## src/rtl/uart_pkg.sv

```systemverilog
`default_nettype none
// ============================================================================
//  Module  : uart_pkg
//  Purpose : Shared types and constants for the UART frame receive path:
//            bit timing, frame-parser state encoding, error cause codes and
//            the default frame start marker.
//  Ports   : none (package)
//  Rev     : 1.0  initial release
// ============================================================================
package uart_pkg;

    // Receiver bit period in system clocks.
    localparam int BIT_CYC = 2604;

    // Frame parser states.
    typedef enum logic [2:0] {
        IDLE    = 3'd0,
        LEN     = 3'd1,
        PAYLOAD = 3'd2,
        CSUM    = 3'd3,
        DRAIN   = 3'd4
    } state_t;

    // Error causes reported alongside frame_err.
    localparam logic [1:0] ERR_LEN  = 2'd1;
    localparam logic [1:0] ERR_CSUM = 2'd2;
    localparam logic [1:0] ERR_TMO  = 2'd3;

    // Default frame start marker.
    localparam logic [7:0] DEF_SYNC_BYTE = 8'hA5;

endpackage
`default_nettype wire

```

## src/rtl/uart_frame_buf.sv

```systemverilog
`default_nettype none
// ============================================================================
//  Module  : uart_frame_buf
//  Purpose : Payload holding buffer, DEPTH x 8 registers. Synchronous write,
//            combinational read. Contents are not reset.
//  Ports   : clk        - system clock
//            wr_en_i    - write strobe
//            wr_addr_i  - write index
//            wr_data_i  - write byte
//            rd_addr_i  - read index
//            rd_data_o  - byte at rd_addr_i (combinational)
//  Rev     : 1.0  initial release
// ============================================================================
module uart_frame_buf #(
    parameter int DEPTH = 16,
    parameter int AW    = 4
) (
    input  logic          clk,
    input  logic          wr_en_i,
    input  logic [AW-1:0] wr_addr_i,
    input  logic [7:0]    wr_data_i,
    input  logic [AW-1:0] rd_addr_i,
    output logic [7:0]    rd_data_o
);

    logic [7:0] mem_q [DEPTH];

    always_ff @(posedge clk) begin
        if (wr_en_i) begin
            mem_q[wr_addr_i] <= wr_data_i;
        end
    end

    assign rd_data_o = mem_q[rd_addr_i];

endmodule
`default_nettype wire

```

## src/rtl/uart_frame_rx.sv

```systemverilog
`default_nettype none
// ============================================================================
//  Module  : uart_frame_rx
//  Purpose : Frame parser behind the UART receiver. Finds SYNC/LEN/PAYLOAD/
//            CSUM frames in the byte strobe stream, validates length, XOR
//            checksum and inter-byte gap, then replays good payloads on a
//            valid/ready byte stream. Bad frames are dropped and reported.
//  Ports   : clk, rst       - clock, asynchronous active-high reset
//            rx_vld_i       - one-cycle byte strobe from the receiver
//            rx_data_i      - received byte
//            out_vld_o      - payload byte available
//            out_rdy_i      - sink ready
//            out_data_o     - payload byte
//            out_last_o     - final payload byte of the frame
//            frame_ok_o     - pulse: frame validated
//            frame_err_o    - pulse: frame rejected
//            err_code_o     - rejection cause (1 len, 2 csum, 3 timeout)
//            ovr_o          - pulse: byte dropped while draining
//  Rev     : 1.0  initial release
// ============================================================================
module uart_frame_rx
    import uart_pkg::*;
#(
    parameter logic [7:0] SYNC_BYTE   = DEF_SYNC_BYTE,
    parameter int         MAX_LEN     = 16,
    parameter int         TIMEOUT_CYC = 10 * BIT_CYC
) (
    input  logic       clk,
    input  logic       rst,
    input  logic       rx_vld_i,
    input  logic [7:0] rx_data_i,
    output logic       out_vld_o,
    input  logic       out_rdy_i,
    output logic [7:0] out_data_o,
    output logic       out_last_o,
    output logic       frame_ok_o,
    output logic       frame_err_o,
    output logic [1:0] err_code_o,
    output logic       ovr_o
);

    localparam int         PTR_W     = (MAX_LEN > 1) ? $clog2(MAX_LEN) : 1;
    localparam int         GAP_W     = (TIMEOUT_CYC > 1) ? $clog2(TIMEOUT_CYC) : 1;
    localparam logic [8:0] MAX_LEN_V = 9'(MAX_LEN);
    localparam logic [GAP_W-1:0] GAP_LAST = GAP_W'(TIMEOUT_CYC - 1);

    state_t             state_q;
    logic [7:0]         len_q;
    logic [7:0]         csum_q;
    logic [PTR_W-1:0]   wr_ptr_q;
    logic [PTR_W-1:0]   rd_ptr_q;
    logic [GAP_W-1:0]   gap_cnt_q;

    logic [7:0]         len_m1;
    logic [PTR_W-1:0]   rd_ptr_d;
    logic [PTR_W-1:0]   rd_addr;
    logic [7:0]         rd_data;
    logic               buf_wr;
    logic               gap_active;
    logic               xfer;

    assign len_m1     = len_q - 8'd1;
    assign rd_ptr_d   = rd_ptr_q + 1'b1;
    // Output byte is registered, so the read port looks one entry ahead:
    // entry 0 while the checksum byte is judged, rd_ptr+1 while draining.
    assign rd_addr    = (state_q == DRAIN) ? rd_ptr_d : '0;
    assign buf_wr     = rx_vld_i && (state_q == PAYLOAD);
    assign gap_active = (state_q == LEN) || (state_q == PAYLOAD) || (state_q == CSUM);
    assign xfer       = out_vld_o && out_rdy_i;

    uart_frame_buf #(
        .DEPTH (MAX_LEN),
        .AW    (PTR_W)
    ) u_buf (
        .clk       (clk),
        .wr_en_i   (buf_wr),
        .wr_addr_i (wr_ptr_q),
        .wr_data_i (rx_data_i),
        .rd_addr_i (rd_addr),
        .rd_data_o (rd_data)
    );

    always_ff @(posedge clk or posedge rst) begin
        if (rst) begin
            state_q     <= IDLE;
            len_q       <= '0;
            csum_q      <= '0;
            wr_ptr_q    <= '0;
            rd_ptr_q    <= '0;
            gap_cnt_q   <= '0;
            out_vld_o   <= 1'b0;
            out_data_o  <= '0;
            out_last_o  <= 1'b0;
            frame_ok_o  <= 1'b0;
            frame_err_o <= 1'b0;
            err_code_o  <= '0;
            ovr_o       <= 1'b0;
        end else begin
            frame_ok_o  <= 1'b0;
            frame_err_o <= 1'b0;
            ovr_o       <= 1'b0;

            // Gap timer; a byte in the same cycle takes priority and is
            // handled by the state case below.
            if (gap_active && !rx_vld_i) begin
                if (gap_cnt_q == GAP_LAST) begin
                    frame_err_o <= 1'b1;
                    err_code_o  <= ERR_TMO;
                    gap_cnt_q   <= '0;
                    state_q     <= IDLE;
                end else begin
                    gap_cnt_q <= gap_cnt_q + 1'b1;
                end
            end

            case (state_q)
                IDLE: begin
                    if (rx_vld_i && (rx_data_i == SYNC_BYTE)) begin
                        gap_cnt_q <= '0;
                        state_q   <= LEN;
                    end
                end
                LEN: begin
                    if (rx_vld_i) begin
                        len_q     <= rx_data_i;
                        csum_q    <= rx_data_i;
                        wr_ptr_q  <= '0;
                        gap_cnt_q <= '0;
                        if ((rx_data_i == 8'd0) || ({1'b0, rx_data_i} > MAX_LEN_V)) begin
                            frame_err_o <= 1'b1;
                            err_code_o  <= ERR_LEN;
                            state_q     <= IDLE;
                        end else begin
                            state_q <= PAYLOAD;
                        end
                    end
                end
                PAYLOAD: begin
                    if (rx_vld_i) begin
                        csum_q    <= csum_q ^ rx_data_i;
                        wr_ptr_q  <= wr_ptr_q + 1'b1;
                        gap_cnt_q <= '0;
                        if (8'(wr_ptr_q) == len_m1) begin
                            state_q <= CSUM;
                        end
                    end
                end
                CSUM: begin
                    if (rx_vld_i) begin
                        gap_cnt_q <= '0;
                        if (rx_data_i == csum_q) begin
                            frame_ok_o <= 1'b1;
                            out_vld_o  <= 1'b1;
                            out_data_o <= rd_data;
                            out_last_o <= (len_q == 8'd1);
                            rd_ptr_q   <= '0;
                            state_q    <= DRAIN;
                        end else begin
                            frame_err_o <= 1'b1;
                            err_code_o  <= ERR_CSUM;
                            state_q     <= IDLE;
                        end
                    end
                end
                DRAIN: begin
                    if (rx_vld_i) begin
                        ovr_o <= 1'b1;
                    end
                    if (xfer) begin
                        if (out_last_o) begin
                            out_vld_o  <= 1'b0;
                            out_last_o <= 1'b0;
                            state_q    <= IDLE;
                        end else begin
                            rd_ptr_q   <= rd_ptr_d;
                            out_data_o <= rd_data;
                            out_last_o <= (8'(rd_ptr_d) == len_m1);
                        end
                    end
                end
                default: state_q <= IDLE;
            endcase
        end
    end

endmodule
`default_nettype wire

```

## config.mk

```make
export PLATFORM = sky130hd
export DESIGN_NAME = uart_frame_rx
export DESIGN_NICKNAME = d
export VERILOG_FILES = /design/src/rtl/uart_pkg.sv /design/src/rtl/uart_frame_buf.sv /design/src/rtl/uart_frame_rx.sv
export SDC_FILE = /design/constraint.sdc
export NUM_CORES = 1
export LEC_CHECK = 0
export CORE_MARGIN = 2
export CORE_UTILIZATION = 30
export DETAILED_ROUTE_END_ITERATION = 10
export GPL_TIMING_DRIVEN = 0
export PLACE_DENSITY = 0.49
export SLEW_MARGIN = 20
export SYNTH_ARGS = -nofsm -noshare
export SYNTH_HDL_FRONTEND = slang
export SYNTH_SLANG_ARGS = --single-unit
```

## constraint.sdc

```tcl
create_clock -name clk -period 5.5 [get_ports clk]
set_input_delay 1.65 -clock clk [delete_from_list [all_inputs] [get_ports clk]]
set_output_delay 1.65 -clock clk [all_outputs]
set_load 0.02 [all_outputs]
```

[Word-level counts from Yosys, hierarchy flattened]
Memories as Yosys holds them, arrays and structs flattened.
Cells that the tools add are included.
Storage, ports and cells
  memory bits (writable): 128
  input bits: 12
  memories kept: 1
  flip-flop bits (word level): 57
Cells by class
  bitwise gates (word level): 1
  magnitude comparators: 1
  equal/unequal tests: 17
  reductions and logical operators: 18
  add/subtract/negate cells: 4
  multiplexer cells: 65
Memories
  u_buf.mem_q: depth 16, bits a word 8, read ports 1, clocked after memory_dff 0, write ports 1, RTL line uart_frame_buf.sv:26  | logic [7:0] mem_q [DEPTH];
Operators by type and width (number)
  $mux 15: 4
  $mux 8: 6
  $pmux 8 s2: 2
  $mux 3: 10
  $pmux 15 s2: 1
  $mux 4: 7
  $mux 1: 21
  $eq 4x8->1: 2
  $pmux 4 s2: 2
  $add 15x1->15 const B: 1
  $eq 15x15->1 const B: 1
  $pmux 3 s5: 1
  $mux 2: 7
  $ne 2x2->1 const B: 6
  $reduce_and 5->1: 2
  $add 4x1->4 const B: 2
  $eq 8x1->1 const B: 1
  $eq 8x8->1: 1
  $eq 8x8->1 const B: 1
  $gt 8x5->1 const B: 1
  $logic_not 8->1: 1
  $sub 8x1->8 const B: 1
  $xor 8x8->8: 1
  $eq 3x2->1 const B: 2
  14 further kinds: 22

[Longest topological paths before layout]
  depth in word-level cells: 8
  depth in mapped cells: 8
  gate-level depth less buffers: 7

[Cells and area by module]
From an unflattened synthesis, not the netlist that was laid out.
Unflattened totals
  cell total of the unflattened synthesis: 545
  area total of the unflattened synthesis: 8189.1 µm²
By module, submodules not included
  uart_frame_buf: area an instance 4987.3 µm², instances 1, cells each 221
  uart_frame_rx: area an instance 3201.8 µm², instances 1, cells each 324

[Least setup slack after synthesis]
OpenSTA, ideal clock, no wires.
  path kind: input port to flip-flop
  start point: in rx_vld_i
  end point: mem u_buf.mem_q[3][0], enable pin
  arrival: 3.073 ns
  library setup time: 0.395 ns
  path slack: 2.033 ns
  stages: 5
  cell sequence: and3b_1 -> buf_2 -> nand2b_1 -> clkbuf_1 -> nor4_1
Between the ends
  word-level cells in the longest chain between the ends: 3
Ends and longest elaborated chain
  from (decl): RTL line uart_frame_rx.sv:30  | input logic rx_vld_i,
  $logic_and 1x1->1: RTL line uart_frame_rx.sv:67  | assign buf_wr = rx_vld_i && (state_q == PAYLOAD);
  $mux 1: RTL line uart_frame_buf.sv:29  | if (wr_en_i) begin
  $mux 1 (implied by the code): RTL line uart_frame_buf.sv:30  | mem_q[wr_addr_i] <= wr_data_i;
  to (decl): RTL line uart_frame_buf.sv:26
No other way between the ends.

[Worst setup path in the final report]
  start point: in rx_data_i[2]
  end point: reg rd_ptr_q[0]
Between the ends
  word-level cells in the longest chain between the ends: 3
Ends and longest elaborated chain
  from (decl): RTL line uart_frame_rx.sv:31  | input logic [7:0] rx_data_i,
  $eq 8x8->1: RTL line uart_frame_rx.sv:151  | if (rx_data_i == csum_q) begin
  $ne 2x1->1 (no source line)
  $reduce_and 5->1 (no source line)
  to (signal assigned): RTL line uart_frame_rx.sv:175  | rd_ptr_q <= rd_ptr_d;
  to (decl): RTL line uart_frame_rx.sv:51  | logic [PTR_W-1:0] rd_ptr_q;
No other way between the ends.
A chain may end at the register's enable or synchronous reset.

==> impl_metrics.json <==
{
  "drive_gt1_share_pct": 14.5,
  "ir_worst_vdd_mv": 0.209,
  "vias": 5234,
  "drt-pass1-iter-count": 5,
  "drv_slew": 0,
  "dp_hpwl_mm": 13.7,
  "syn_area_um2": 8380,
  "gp_congestion": 0.802,
  "numCtsBuffers": 17,
  "ys_warn_count": 0,
  "cap_violations": 0,
  "min_path_type": "register to register",
  "clock_latency_ns": 0.45,
  "drt_iter0_drc": 407,
  "critPathMaxFanout": 22,
  "start_kind": "input port",
  "viasPerCell": 4.90,
  "finalCritPeriodShare_pct": 77.6,
  "dieArea_um2": 29300,
  "drc": 0,
  "p_per_area_nw_per_um2": 341,
  "slew_headroom_pct": 29.5,
  "crit_path_top_delay_cell": "clkdlybuf4s50_1",
  "hold_buffers": 0,
  "hold_viol_final": 0,
  "cts_resized": 0,
  "grt_max_degree": 32,
  "power_uw": 3330,
  "wl_per_cell_um": 18.8,
  "status": "finished clean",
  "grt_pass1_wl_mm": 31.2,
  "io_buffers": 26,
  "rsz0062_at_grt": "no",
  "coreArea_um2": 27600,
  "path_buf_inv": 2,
  "dp.cells": 1036,
  "clkTransAtPathRegs_ns": 0.07,
  "ff2ff_setup_slack_ns": 2.94,
  "syn_inst": 627,
  "grt_usage_pct": 14.4,
  "multi_input_area_um2": 2890,
  "seq_area_um2": 5270,
  "fin_tns_setup_ns": 0,
  "syn_area_per_cell_um2": 13.4,
  "clock_path_buffers": 2,
  "cts_sinks": 185,
  "netlist_top_cells_area": "edfxtp_1 46%, dfrtp_1 17%, mux2i_1 5.9%",
  "holdWs_ns": 0.519,
  "synth-edff-count": 128,
  "routed_wl_mm": 20.1,
  "ys_seq_area_share_pct": 62.9,
  "criticalPathCategory": "input port to register",
  "overflow": 0,
  "async_flop_share_pct": 30.8,
  "arrival_ns": 4.60,
  "synth_nets": 647,
  "instances_no_fill": 1069,
  "ys_seq_elements": 185,
  "die_w_um": 171,
  "crit_family": "buffers and inverters",
  "io_pins": 27,
  "yosysMostFrequentCell": "edfxtp_1",
  "fin_crit_ns": 4.27,
  "synth_top_area_share_pct": 45.9,
  "post-cts-setup-buffers": 0,
  "die_h_um": 171,
  "syn_to_final_growth_pct": 16.6,
  "final_antenna_net_count": 0,
  "yosys.area.top_type": "edfxtp_1",
  "fmax_mhz": 234,
  "final_net_count": 697,
  "grt_pass1_vias": 5374,
  "cp.required_ns": 5.83,
  "finClkSkew_ns": 0.0351,
  "rows": 61,
  "start_util_pct": 30.3,
  "fillers": 2713,
  "yosysUniqueCellTypes": 60,
  "finalSetupViolCount": 0,
  "cts_root_buf": "clkbuf_16",
  "slowest_delay_ns": 1.14,
  "path_cells": "clkdlybuf4s50_1 -> xnor2_1 -> nand4_1 -> o31ai_4 -> and2_4 -> buf_6 -> mux2_1",
  "p_leak_uw": 0.00333,
  "synthFlopType": "edfxtp_1",
  "ys_top_cells_by_count": "128 x edfxtp_1, 57 x dfrtp_1, 49 x mux2i_1",
  "tritoncts": "yes",
  "cts_max_level": 4,
  "tightestPinTransition_ns": 1.05,
  "antenna_found_initial": 0,
  "worst_setup_path_end_kind": "register"
}
## per-stage QoR
stage	area (um^2)	util (%)	setup slack, ns
after global routing	9770	35.4	1.07
after global placement	9110	33.0	0.311
final	9770	35.4	1.23
after detailed placement	9190	33.3	0.700
after CTS	9770	35.4	1.15
after floorplan	8380	-	2.03
## routing by layer
layer	vias to the layer above	track usage [%]	wire length [um]
met5	-	0	0
met2	73	24.1	10100
met4	0	3.28	104
li1	2499	-	-
met3	9	2.78	563
met1	2653	19.3	9330
## state kept, by name, summed over array words and instances, names as in the netlist, 2 cells and up
name,count
out_data_o,8
state_q,3
wr_ptr_q,4
len_q,8
err_code_o,2
csum_q,8
u_buf.mem_q,128
gap_cnt_q,15
rd_ptr_q,4
## cells in the final DEF, fill, tap and decap left out, types with 5 or more instances in the layout
cell type	instances
buf_6	6
o21ai_0	10
nand2b_1	6
o211ai_1	25
and2_1	7
nor4_1	5
dfrtp_1	57
clkdlybuf4s50_1	24
nand4_1	11
inv_8	5
mux2_2	18
a21oi_1	26
ha_1	8
clkbuf_16	17
edfxtp_1	128
xnor2_1	20
nand2_1	21
o221ai_1	16
buf_2	12
nor2_1	46
o22ai_1	8
or3_1	5
buf_4	5
inv_1	18
a31oi_1	16
clkbuf_1	15
nor3_1	10
mux2i_1	49
nand3_1	19
xor2_1	9
## area by class of cell
type                    instances  share of cell area (%)
well taps                     378                    4.84
multi-input cells             390                    29.6
flip-flops and latches        185                    53.9
clock buffers                  17                    4.35
repair buffers                 31                    3.00
plain buffers                  33                    1.97
inverters                      19                   0.756
clock inverters                15                    1.54
diodes                          1                  0.0256
## where the power goes
part	switching, uW	internal, uW
sequential	33.3	1540
combinational	348	215
clock	596	606
total	976	2360
## cell families after synthesis
logic type / share of synthesized area [%]
flip-flops: 62.9
AND/OR/NAND/NOR: 11.1
AO/OA/AOI/OAI: 9.86
multiplexers: 8.54
buffers and inverters: 3.15
XOR/XNOR: 3.23
adder cells (fa/ha/maj): 1.19
## final timing paths
check                      depth (start not counted)    startpoint           to
max reg2reg                                        6    state_q[1]  rd_ptr_q[0]
max                                                7  rx_data_i[2]  rd_ptr_q[0]
min                                                1      len_q[7]     len_q[7]
max in group asynchronous                          3           rst   state_q[0]
min reg2reg                                        1      len_q[7]     len_q[7]
min in group asynchronous                          2           rst  rd_ptr_q[0]
Power figures use the tool's default switching activity.
